<file path="config.mk">
export PLATFORM = sky130hd
export DESIGN_NAME = stopwatch_bcd_flat
export DESIGN_NICKNAME = d
export VERILOG_FILES = /design/src/rtl/stopwatch_pkg.sv /design/src/rtl/stopwatch_bcd_if.sv /design/src/rtl/bcd_to_7seg.sv /design/src/rtl/stopwatch_bcd.sv /design/src/flat_wrapper.sv
export SDC_FILE = /design/constraint.sdc
export NUM_CORES = 1
export LEC_CHECK = 0
export BUFFER_PORTS_ARGS = -buffer_cell sky130_fd_sc_hd__buf_2
export CAP_MARGIN = 20
export CORE_MARGIN = 2
export CORE_UTILIZATION = 55
export DETAILED_ROUTE_END_ITERATION = 10
export PLACE_DENSITY = 0.75
export SLEW_MARGIN = 10
export SYNTH_ARGS = -nofsm -noshare
export SYNTH_HDL_FRONTEND = slang
export SYNTH_HIERARCHICAL = 1
export SYNTH_SLANG_ARGS = --single-unit
</file>
<file path="constraint.sdc">
create_clock -name CLK -period 2.27 [get_ports CLK]
set_input_delay 0.1135 -clock CLK [delete_from_list [all_inputs] [get_ports CLK]]
set_output_delay 0.1135 -clock CLK [all_outputs]
set_load 0.005 [all_outputs]
</file>
<file path="src/rtl/stopwatch_pkg.sv">
// Shared types and constants for the MM:SS BCD stopwatch.
// Segment patterns are consumed only when HEX_OUT_EN is defined.
package stopwatch_pkg;

    typedef enum logic [1:0] {
        IDLE  = 2'b00,
        RUN   = 2'b01,
        PAUSE = 2'b10
    } state_e;

    localparam int BCD_W = 4;

    localparam logic [BCD_W-1:0] UNITS_MAX = 4'd9;
    localparam logic [BCD_W-1:0] TENS_MAX  = 4'd5;

    // Active-low segments, bit order g..a
    localparam logic [6:0] SEG_BLANK = 7'b1111111;
    localparam logic [6:0] SEG_0     = 7'b1000000;
    localparam logic [6:0] SEG_1     = 7'b1111001;
    localparam logic [6:0] SEG_2     = 7'b0100100;
    localparam logic [6:0] SEG_3     = 7'b0110000;
    localparam logic [6:0] SEG_4     = 7'b0011001;
    localparam logic [6:0] SEG_5     = 7'b0010010;
    localparam logic [6:0] SEG_6     = 7'b0000010;
    localparam logic [6:0] SEG_7     = 7'b1111000;
    localparam logic [6:0] SEG_8     = 7'b0000000;
    localparam logic [6:0] SEG_9     = 7'b0010000;

    // True when a digit sits at (or, defensively, beyond) its roll-over limit
    function automatic logic bcd_last(input logic [BCD_W-1:0] d, input logic [BCD_W-1:0] lim);
        return (d >= lim);
    endfunction

    // Next value of a BCD digit; anything at or past the limit wraps to zero
    function automatic logic [BCD_W-1:0] bcd_next(input logic [BCD_W-1:0] d, input logic [BCD_W-1:0] lim);
        logic [BCD_W-1:0] n;
        if (d >= lim) begin
            n = 4'd0;
        end else begin
            n = d + 4'd1;
        end
        return n;
    endfunction

endpackage

</file>
<file path="src/rtl/stopwatch_bcd_if.sv">
// Button/tick inputs and display outputs of the stopwatch.
// HEX0..HEX3 exist only when HEX_OUT_EN is defined.
interface stopwatch_bcd_if;

    logic                           TICK;
    logic                           SSn;
    logic                           CLRn;
    logic [stopwatch_pkg::BCD_W-1:0] SEC_U;
    logic [stopwatch_pkg::BCD_W-1:0] SEC_T;
    logic [stopwatch_pkg::BCD_W-1:0] MIN_U;
    logic [stopwatch_pkg::BCD_W-1:0] MIN_T;
    logic                           RUNNING;
    logic                           SEC_TC;
    logic                           WRAP;

`ifdef HEX_OUT_EN
    logic [6:0] HEX0;
    logic [6:0] HEX1;
    logic [6:0] HEX2;
    logic [6:0] HEX3;

    modport master (
        output TICK, SSn, CLRn,
        input  SEC_U, SEC_T, MIN_U, MIN_T, RUNNING, SEC_TC, WRAP,
        input  HEX0, HEX1, HEX2, HEX3
    );

    modport slave (
        input  TICK, SSn, CLRn,
        output SEC_U, SEC_T, MIN_U, MIN_T, RUNNING, SEC_TC, WRAP,
        output HEX0, HEX1, HEX2, HEX3
    );
`else
    modport master (
        output TICK, SSn, CLRn,
        input  SEC_U, SEC_T, MIN_U, MIN_T, RUNNING, SEC_TC, WRAP
    );

    modport slave (
        input  TICK, SSn, CLRn,
        output SEC_U, SEC_T, MIN_U, MIN_T, RUNNING, SEC_TC, WRAP
    );
`endif

endinterface

</file>
<file path="src/rtl/bcd_to_7seg.sv">
// BCD digit to active-low 7-segment pattern (g..a); non-BCD inputs blank the display.
module bcd_to_7seg
    import stopwatch_pkg::*;
(
    input  logic [BCD_W-1:0] bcd,
    output logic [6:0]       seg
);

    // Digit lookup
    always_comb begin
        seg = SEG_BLANK;
        case (bcd)
            4'd0:    seg = SEG_0;
            4'd1:    seg = SEG_1;
            4'd2:    seg = SEG_2;
            4'd3:    seg = SEG_3;
            4'd4:    seg = SEG_4;
            4'd5:    seg = SEG_5;
            4'd6:    seg = SEG_6;
            4'd7:    seg = SEG_7;
            4'd8:    seg = SEG_8;
            4'd9:    seg = SEG_9;
            default: seg = SEG_BLANK;
        endcase
    end

endmodule

</file>
<file path="src/rtl/stopwatch_bcd.sv">
// MM:SS BCD stopwatch clocked by the prescaler tick, with start/stop and clear buttons.
// Optional HEX_OUT_EN adds four 7-segment decoders driven from the digit registers.
module stopwatch_bcd
    import stopwatch_pkg::*;
#(
    parameter int TICKS_PER_SEC = 4,
    parameter int SUBW          = 3
) (
    input logic            CLK,
    input logic            RSTn,
    stopwatch_bcd_if.slave sw
);

    localparam logic [SUBW-1:0] SUB_MAX  = SUBW'(TICKS_PER_SEC - 1);
    localparam logic [SUBW-1:0] SUB_ZERO = SUBW'(0);
    localparam logic [SUBW-1:0] SUB_ONE  = SUBW'(1);

    logic             ss_sync1_r, ss_sync2_r, ss_hist_r;
    logic             clr_sync1_r, clr_sync2_r, clr_hist_r;
    logic             ss_evt_s, clr_evt_s;
    logic             tick_s;
    state_e           state_r;
    logic             running_r;
    logic [SUBW-1:0]  sub_r;
    logic [BCD_W-1:0] sec_u_r, sec_t_r, min_u_r, min_t_r;
    logic             sec_tc_r, wrap_r;
    logic             sub_last_s, su_c_s, st_c_s, mu_c_s, mt_c_s;

    // Two-flop synchronisers plus a history flop per button, idle high
    always_ff @(posedge CLK or negedge RSTn) begin
        if (!RSTn) begin
            ss_sync1_r  <= 1'b1;
            ss_sync2_r  <= 1'b1;
            ss_hist_r   <= 1'b1;
            clr_sync1_r <= 1'b1;
            clr_sync2_r <= 1'b1;
            clr_hist_r  <= 1'b1;
        end else begin
            ss_sync1_r  <= sw.SSn;
            ss_sync2_r  <= ss_sync1_r;
            ss_hist_r   <= ss_sync2_r;
            clr_sync1_r <= sw.CLRn;
            clr_sync2_r <= clr_sync1_r;
            clr_hist_r  <= clr_sync2_r;
        end
    end

    assign ss_evt_s  = ~ss_sync2_r & ss_hist_r;
    assign clr_evt_s = ~clr_sync2_r & clr_hist_r;
    assign tick_s    = sw.TICK;

    // Carry chain is fully combinational so a 59:59 roll resolves in one edge
    assign sub_last_s = (sub_r == SUB_MAX);
    assign su_c_s     = bcd_last(sec_u_r, UNITS_MAX);
    assign st_c_s     = su_c_s & bcd_last(sec_t_r, TENS_MAX);
    assign mu_c_s     = st_c_s & bcd_last(min_u_r, UNITS_MAX);
    assign mt_c_s     = mu_c_s & bcd_last(min_t_r, TENS_MAX);

    // Run/pause/clear FSM together with the sub-second counter and digits it gates
    always_ff @(posedge CLK or negedge RSTn) begin
        if (!RSTn) begin
            state_r   <= IDLE;
            running_r <= 1'b0;
            sub_r     <= SUB_ZERO;
            sec_u_r   <= 4'd0;
            sec_t_r   <= 4'd0;
            min_u_r   <= 4'd0;
            min_t_r   <= 4'd0;
            sec_tc_r  <= 1'b0;
            wrap_r    <= 1'b0;
        end else begin
            sec_tc_r <= 1'b0;
            wrap_r   <= 1'b0;
            case (state_r)
                IDLE: begin
                    if (ss_evt_s) begin
                        state_r   <= RUN;
                        running_r <= 1'b1;
                    end else begin
                        state_r   <= IDLE;
                        running_r <= 1'b0;
                    end
                end
                RUN: begin
                    if (ss_evt_s) begin
                        state_r   <= PAUSE;
                        running_r <= 1'b0;
                    end else begin
                        state_r   <= RUN;
                        running_r <= 1'b1;
                    end
                    // Gated on the current state, so the tick on the leaving edge still counts
                    if (tick_s) begin
                        if (sub_last_s) begin
                            sub_r    <= SUB_ZERO;
                            sec_u_r  <= bcd_next(sec_u_r, UNITS_MAX);
                            sec_t_r  <= su_c_s ? bcd_next(sec_t_r, TENS_MAX)  : sec_t_r;
                            min_u_r  <= st_c_s ? bcd_next(min_u_r, UNITS_MAX) : min_u_r;
                            min_t_r  <= mu_c_s ? bcd_next(min_t_r, TENS_MAX)  : min_t_r;
                            sec_tc_r <= 1'b1;
                            wrap_r   <= mt_c_s;
                        end else begin
                            sub_r <= sub_r + SUB_ONE;
                        end
                    end else begin
                        sub_r <= sub_r;
                    end
                end
                PAUSE: begin
                    if (clr_evt_s) begin
                        state_r   <= IDLE;
                        running_r <= 1'b0;
                        sub_r     <= SUB_ZERO;
                        sec_u_r   <= 4'd0;
                        sec_t_r   <= 4'd0;
                        min_u_r   <= 4'd0;
                        min_t_r   <= 4'd0;
                    end else if (ss_evt_s) begin
                        state_r   <= RUN;
                        running_r <= 1'b1;
                    end else begin
                        state_r   <= PAUSE;
                        running_r <= 1'b0;
                    end
                end
                default: begin
                    state_r   <= IDLE;
                    running_r <= 1'b0;
                    sub_r     <= SUB_ZERO;
                    sec_u_r   <= 4'd0;
                    sec_t_r   <= 4'd0;
                    min_u_r   <= 4'd0;
                    min_t_r   <= 4'd0;
                end
            endcase
        end
    end

    assign sw.SEC_U   = sec_u_r;
    assign sw.SEC_T   = sec_t_r;
    assign sw.MIN_U   = min_u_r;
    assign sw.MIN_T   = min_t_r;
    assign sw.RUNNING = running_r;
    assign sw.SEC_TC  = sec_tc_r;
    assign sw.WRAP    = wrap_r;

`ifdef HEX_OUT_EN
    bcd_to_7seg u_hex0 (.bcd(sec_u_r), .seg(sw.HEX0));
    bcd_to_7seg u_hex1 (.bcd(sec_t_r), .seg(sw.HEX1));
    bcd_to_7seg u_hex2 (.bcd(min_u_r), .seg(sw.HEX2));
    bcd_to_7seg u_hex3 (.bcd(min_t_r), .seg(sw.HEX3));
`endif

endmodule
</file>
<file path="src/flat_wrapper.sv">
// flat-port wrapper written by rule: the top's interface ports become plain ports
module stopwatch_bcd_flat import stopwatch_pkg::*;
#(
    parameter int TICKS_PER_SEC = 4,
    parameter int SUBW          = 3
)
  (CLK, RSTn, sw_TICK, sw_SSn, sw_CLRn, sw_SEC_U, sw_SEC_T, sw_MIN_U, sw_MIN_T, sw_RUNNING, sw_SEC_TC, sw_WRAP);
  stopwatch_bcd_if sw_i ();
  input logic CLK;
  input logic RSTn;
  input wire logic [$bits(sw_i.TICK)-1:0] sw_TICK;
  input wire logic [$bits(sw_i.SSn)-1:0] sw_SSn;
  input wire logic [$bits(sw_i.CLRn)-1:0] sw_CLRn;
  output wire logic [$bits(sw_i.SEC_U)-1:0] sw_SEC_U;
  output wire logic [$bits(sw_i.SEC_T)-1:0] sw_SEC_T;
  output wire logic [$bits(sw_i.MIN_U)-1:0] sw_MIN_U;
  output wire logic [$bits(sw_i.MIN_T)-1:0] sw_MIN_T;
  output wire logic [$bits(sw_i.RUNNING)-1:0] sw_RUNNING;
  output wire logic [$bits(sw_i.SEC_TC)-1:0] sw_SEC_TC;
  output wire logic [$bits(sw_i.WRAP)-1:0] sw_WRAP;
  assign sw_i.TICK = sw_TICK;
  assign sw_i.SSn = sw_SSn;
  assign sw_i.CLRn = sw_CLRn;
  assign sw_SEC_U = sw_i.SEC_U;
  assign sw_SEC_T = sw_i.SEC_T;
  assign sw_MIN_U = sw_i.MIN_U;
  assign sw_MIN_T = sw_i.MIN_T;
  assign sw_RUNNING = sw_i.RUNNING;
  assign sw_SEC_TC = sw_i.SEC_TC;
  assign sw_WRAP = sw_i.WRAP;
  stopwatch_bcd #(.TICKS_PER_SEC(TICKS_PER_SEC), .SUBW(SUBW)) u_core (.CLK(CLK), .RSTn(RSTn), .sw(sw_i));
endmodule
</file>
==> flow_summary.json, run 1 <==
{
  "status": "finished, final reports clean",
  "finalSetupViolations": 0,
  "hold_buffers": 3,
  "pre_cts_ws_ps": 332.3,
  "dieArea_um2": 3191,
  "die_h_um": 56.49,
  "drt_pass1_iterations": 4,
  "fin_crit_ps": 1937,
  "fin_crit_sh_pct": 85.34,
  "first_global_vias": 1196,
  "synth-xor-area-share_pct": 0.5780,
  "drv_slew": 0,
  "final_layout_size_suffix_gt1_share_pct": 23.89,
  "drt_iter0_markers": 42,
  "die-width_um": 56.49,
  "coreArea_um2": 2686,
  "clock-root-buffer": "clkbuf_4",
  "power_leakage_uw": 0.0008992,
  "wl_um": 2870,
  "gp_congestion": 0.7608,
  "grt_first_pass_wirelength_um": 5057,
  "crit_arrival_ps": 2150,
  "setup.worst_path.class": "register to register",
  "cts_tree": "built",
  "clk_pin_slew_ps": 90,
  "crit_required_ps": 2490,
  "cts_buffers": 5,
  "worstHoldPathType": "input pin to register",
  "antenna_left": 0,
  "synth_adder_area_share_pct": 10.73,
  "avgSynthCellArea_um2": 10.24,
  "synth.area.mux_share_pct": 0.6606,
  "synth_cells": 148,
  "diodes": 0,
  "synth_compound_area_share_pct": 14.78,
  "critPathMaxFanout": 5,
  "synth_flop_cell": "dfrtp_1",
  "postCtsSetupRepairBufs": 0,
  "hold_violations": 0,
  "clk_latency_ps": 330,
  "synth_async_sr_flop_share_pct": 100.0,
  "route.detailed.drc": 0,
  "maxCapViolCount": 0,
  "grt_max_degree": 30,
  "wl_per_cell_um": 13.60,
  "dp_hpwl_um": 2108,
  "clock_skew_ps": 6.755,
  "fin_nets": 197,
  "grt-ovfl-total": 0,
  "clk_path_buf_depth": 2,
  "dp_cells": 200,
  "htreeDepth": 2,
  "synth_top_family_by_area": "simple AND/OR/NAND/NOR gates",
  "vias": 1183,
  "cp-end-kind": "register",
  "powerDensity_nw_per_um2": 941.0,
  "layout-area-overhead-vs-synth_pct": 18.58,
  "synth_warnings": 6,
  "grt_antenna_before_repair": 0,
  "ys_seq_area_share_pct": 48.39,
  "setup_tns_ps": 0,
  "whs_ps": 78.62,
  "rows": 19,
  "start_util_pct": 56.40,
  "viasPerCell": 5.607,
  "io_buffers": 23,
  "syn_area_um2": 1515,
  "peakVddDrop_mv": 0.6826,
  "synth-edff-count": 0,
  "tightest_slew_ps": 621.7,
  "cts_resized": 0,
  "setup_ws_ps": 332.9,
  "cp-start-kind": "register",
  "clkSinkCount": 29,
  "fmax_ghz": 0.5162,
  "ys_ff_latch": 29,
  "grtUsageTotal_pct": 20.80,
  "fin_cells": 211,
  "io_pins": 24,
  "synth-simple-area-share_pct": 21.55,
  "maxSlewHeadroom_pct": 58.55,
  "rsz0062_at_grt": "false",
  "yosysUniqueCellTypes": 40,
  "syn-num-nets": 166
}
-- metal layers --
metal	global-route usage, %	part of all wire (%)
met1	25.53	44
met2	32.23	49
met3	6.912	5.6
met4	11.22	1.9
met5	0	0
-- flip-flops by register name, indices dropped and copies added (netlist names) --
name                flops
u_core/sw.SEC_T         4
u_core/sw.SEC_U         4
u_core/sw.MIN_T         4
u_core/clr_sync2_r      1
u_core/sw.MIN_U         4
u_core/sw.SEC_TC        1
u_core/sub_r            3
u_core/clr_hist_r       1
u_core/ss_hist_r        1
u_core/clr_sync1_r      1
u_core/ss_sync2_r       1
u_core/ss_sync1_r       1
u_core/state_r          2
u_core/sw.WRAP          1
-- critical path, cell delays in order (launching register included) --
cell	delay, ps
dfrtp_1	400
inv_1	90
ha_1	180
or3b_4	400
and3_4	190
nand2_1	150
nor4b_1	70
a221o_1	340
-- cell usage after synthesis, types with 2 or more instances --
library cell | count | area, um^2
nor2b_1 | 5 | 31.28
nand2_1 | 13 | 48.80
nor2_1 | 11 | 41.29
nor4b_1 | 2 | 17.52
nand3b_1 | 2 | 15.01
o21ai_1 | 3 | 15.01
a21oi_1 | 4 | 20.02
and3_4 | 3 | 33.78
and2_1 | 2 | 12.51
clkbuf_1 | 2 | 7.510
o211ai_1 | 2 | 15.01
a21o_1 | 2 | 15.01
nand2b_1 | 6 | 37.54
o22ai_1 | 2 | 12.51
ha_1 | 13 | 162.7
nand4_1 | 2 | 12.51
and3_1 | 2 | 12.51
a22o_1 | 3 | 26.28
nand3_1 | 5 | 25.02
inv_1 | 10 | 37.54
o21ai_0 | 8 | 40.04
dfstp_2 | 6 | 157.7
dfrtp_1 | 23 | 575.6
-- path summary, 6_finish.rpt --
path / slack (ps) / end / cells past startpoint / startpoint
max: 330 / u_core/sw.MIN_U[2]$_DFFE_PN0P_ / 7 / u_core/sw.SEC_U[1]$_DFFE_PN0P_
max reg2reg: 330 / u_core/sw.MIN_U[2]$_DFFE_PN0P_ / 7 / u_core/sw.SEC_U[1]$_DFFE_PN0P_
min in group asynchronous: 330 / u_core/sw.MIN_T[0]$_DFFE_PN0P_ / 2 / RSTn
min: 80 / u_core/sw.SEC_TC$_DFF_PN0_ / 2 / sw_TICK
min reg2reg: 360 / u_core/clr_sync2_r$_DFF_PN1_ / 0 / u_core/clr_sync1_r$_DFF_PN1_
max in group asynchronous: 1530 / u_core/sw.SEC_U[0]$_DFFE_PN0P_ / 2 / RSTn
-- kinds of logic after synthesis --
group | count (synthesis)
AND/OR/NAND/NOR | 58
adder cells (fa/ha/maj) | 13
XOR/XNOR | 1
multiplexers | 1
flip-flops | 29
buffers and inverters | 13
AO/OA/AOI/OAI | 33
-- metrics by stage --
step / cell area [um^2] / utilization [%] / power, uW
after detailed placement: 1664 / 61.95 / 1173
after global routing: 1797 / 66.88 / 1821
final: 1797 / 66.88 / 1691
after CTS: 1797 / 66.88 / 1712
after floorplan: 1515 / - / 1010
after global placement: 1664 / 61.95 / 1139
-- cells in the final DEF (no fill, tap or decap), types with 2 or more instances in the layout --
cell type       n
buf_2          23
nand4_1         2
nor2b_1         5
o211ai_1        2
dlygate4sd3_1   3
a21o_1          2
and2_1          2
o22ai_1         2
nand2_1        13
nand2b_1        6
nor2_1         11
o21ai_1         3
a22o_1          3
inv_1          10
clkbuf_4        5
ha_1           13
dfstp_2         6
bufinv_16       2
nor4b_1         2
and3_4          3
nand3b_1        2
nand3_1         5
dfrtp_1        23
and3_1          2
a21oi_1         4
o21ai_0         8
-- final cells by class --
type	count	area [um^2]
Clock buffer	5	37.54
Clock inverter	3	65.06
Fill cell	219	889.6
Inverter	10	37.54
Multi-Input combinational cell	106	732.0
Sequential cell	29	733.2
Tap cell	31	38.79
Timing Repair Buffer	27	152.6
-- power by group --
part | switching, uW | internal (uW) | total, uW
clock | 182 | 341 | 523
sequential | 91.8 | 603 | 695
combinational | 266 | 207 | 473
(Power assumes the default switching activity.)
==> run 2, diff against run 1 <==
- CTS_BUF_LIST: not set -> sky130_fd_sc_hd__clkbuf_8 sky130_fd_sc_hd__clkbuf_16
- HOLD_SLACK_MARGIN: not set -> 0.08
==> run 2 against run 1 <==
- global-route usage is essentially flat
- register-to-register slack is essentially flat
- sequential share of layout area shrank 0.70 points
- sequential cell count is the same
- largest cell class unchanged
- largest power group unchanged
- highest routed layer unchanged
==> flow_summary.json, run 2 (same netlist as run 1, synthesis figures left out) <==
{
  "drv_slew": 0,
  "clkSinkCount": 29,
  "route.detailed.drc": 0,
  "io_buffers": 23,
  "clock-root-buffer": "clkbuf_8",
  "grt_max_degree": 30,
  "drt_iter0_markers": 42,
  "grtUsageTotal_pct": 20.84,
  "wl_um": 2956,
  "fin_util_pct": 68.05,
  "rows": 19,
  "antenna_left": 0,
  "viasPerCell": 5.649,
  "grt_antenna_before_repair": 0,
  "fin_nets": 197,
  "rr_startpoint": "u_core/sw.SEC_U[0]$_DFFE_PN0P_",
  "wl_per_cell_um": 14.01,
  "fin_crit_sh_pct": 85.81,
  "vias": 1192,
  "clk_latency_ps": 280,
  "io_pins": 24,
  "hold_buffers": 3,
  "clk_path_buf_depth": 2,
  "start_util_pct": 56.40,
  "powerDensity_nw_per_um2": 988.0,
  "gp_congestion": 0.7608,
  "grt_first_pass_wirelength_um": 5106,
  "rrSetupSlack_ps": 320,
  "clk_pin_slew_ps": 60,
  "die_h_um": 56.49,
  "coreArea_um2": 2686,
  "cp-end-kind": "register",
  "postCtsSetupRepairBufs": 0,
  "tightest_slew_ps": 625.9,
  "clock_skew_ps": 4.647,
  "maxCapViolCount": 0,
  "worstHoldPathType": "input pin to register",
  "dp_hpwl_um": 2108,
  "status": "finished, final reports clean",
  "startpoint": "u_core/sw.SEC_U[0]$_DFFE_PN0P_",
  "cts_buffers": 5,
  "peakVddDrop_mv": 0.6943,
  "min_from": "sw_TICK",
  "finalSetupViolations": 0,
  "crit_arrival_ps": 2100,
  "rsz0062_at_grt": "false",
  "grt-ovfl-total": 0,
  "crit_end": "u_core/sw.MIN_U[2]$_DFFE_PN0P_",
  "die-width_um": 56.49,
  "diodes": 0,
  "whs_ps": 137.3,
  "setup_tns_ps": 0,
  "hold_violations": 0,
  "reg2reg_depth": 7,
  "layout-area-overhead-vs-synth_pct": 20.64,
  "cp-start-kind": "register",
  "cts_tree": "built",
  "final_layout_size_suffix_gt1_share_pct": 23.89,
  "power_leakage_uw": 0.0009122,
  "dieArea_um2": 3191,
  "setup.worst_path.class": "register to register",
  "first_global_vias": 1212,
  "fillers": 210,
  "critPathMaxFanout": 5,
  "crit_required_ps": 2430,
  "drt_pass1_iterations": 4,
  "cts_resized": 0,
  "p_total_uw": 1806,
  "fmax_ghz": 0.5134,
  "layout_common_cells": "23 x buf_2, 23 x dfrtp_1, 13 x nand2_1, 13 x ha_1, 11 x nor2_1",
  "htreeDepth": 2,
  "maxSlewHeadroom_pct": 58.28,
  "rr_endpoint": "u_core/sw.MIN_U[2]$_DFFE_PN0P_",
  "fin_crit_ps": 1948
}
-- run 2: cell type report --
type / count / area (um^2) / area share, %
Sequential cell: 29 / 733.2 / 40.11
Multi-Input combinational cell: 106 / 732.0 / 40.04
Timing Repair Buffer: 27 / 152.6 / 8.350
Clock buffer: 5 / 68.82 / 3.765
Clock inverter: 3 / 65.06 / 3.559
Tap cell: 31 / 38.79 / 2.122
Inverter: 10 / 37.54 / 2.053
-- run 2: routing by layer --
layer | track usage [%] | up-vias | routed length [um]
li1 | - | 583 | -
met1 | 24.74 | 576 | 1346
met2 | 34.55 | 29 | 1436
met3 | 6.682 | 4 | 136
met4 | 8.844 | 0 | 37
met5 | 0 | - | 0
-- run 2: worst min-delay path by stage --
stage               slack [ps]  depth (start not counted)                              to
detailed placement         170                          1  u_core/sw.MIN_T[1]$_DFFE_PN0P_
global route               140                          2      u_core/sw.SEC_TC$_DFF_PN0_
CTS                        130                          2      u_core/sw.SEC_TC$_DFF_PN0_
finish                     140                          2      u_core/sw.SEC_TC$_DFF_PN0_
global placement           160                          1  u_core/sw.MIN_T[1]$_DFFE_PN0P_
floorplan                 -180                          0     u_core/state_r[0]$_DFF_PN0_
-- run 2: per-stage QoR --
stage          std cells  setup WS (ps)  instance area, um^2
6_report             211          322.2                 1828
4_1_cts              211          327.8                 1828
2_1_floorplan        148          423.3                 1515
5_1_grt              211          239.0                 1828
3_3_place_gp         200          424.5                 1664
3_5_place_dp         200          332.3                 1664
-- run 2: power by group --
| group | internal [uW] | switching, uW | total, uW |
|---|---|---|---|
| logic | 207 | 274 | 482 |
| clock network | 436 | 192 | 627 |
| registers | 604 | 93.1 | 697 |
| total | 1250 | 559 | 1810 |
-- run 2: worst max-delay path: stages, from the launching register on --
cell	delay [ps]
dfrtp_1	420
inv_1	120
ha_1	140
or3b_4	380
and3_4	200
nand2_1	150
nor4b_1	80
a221o_1	340
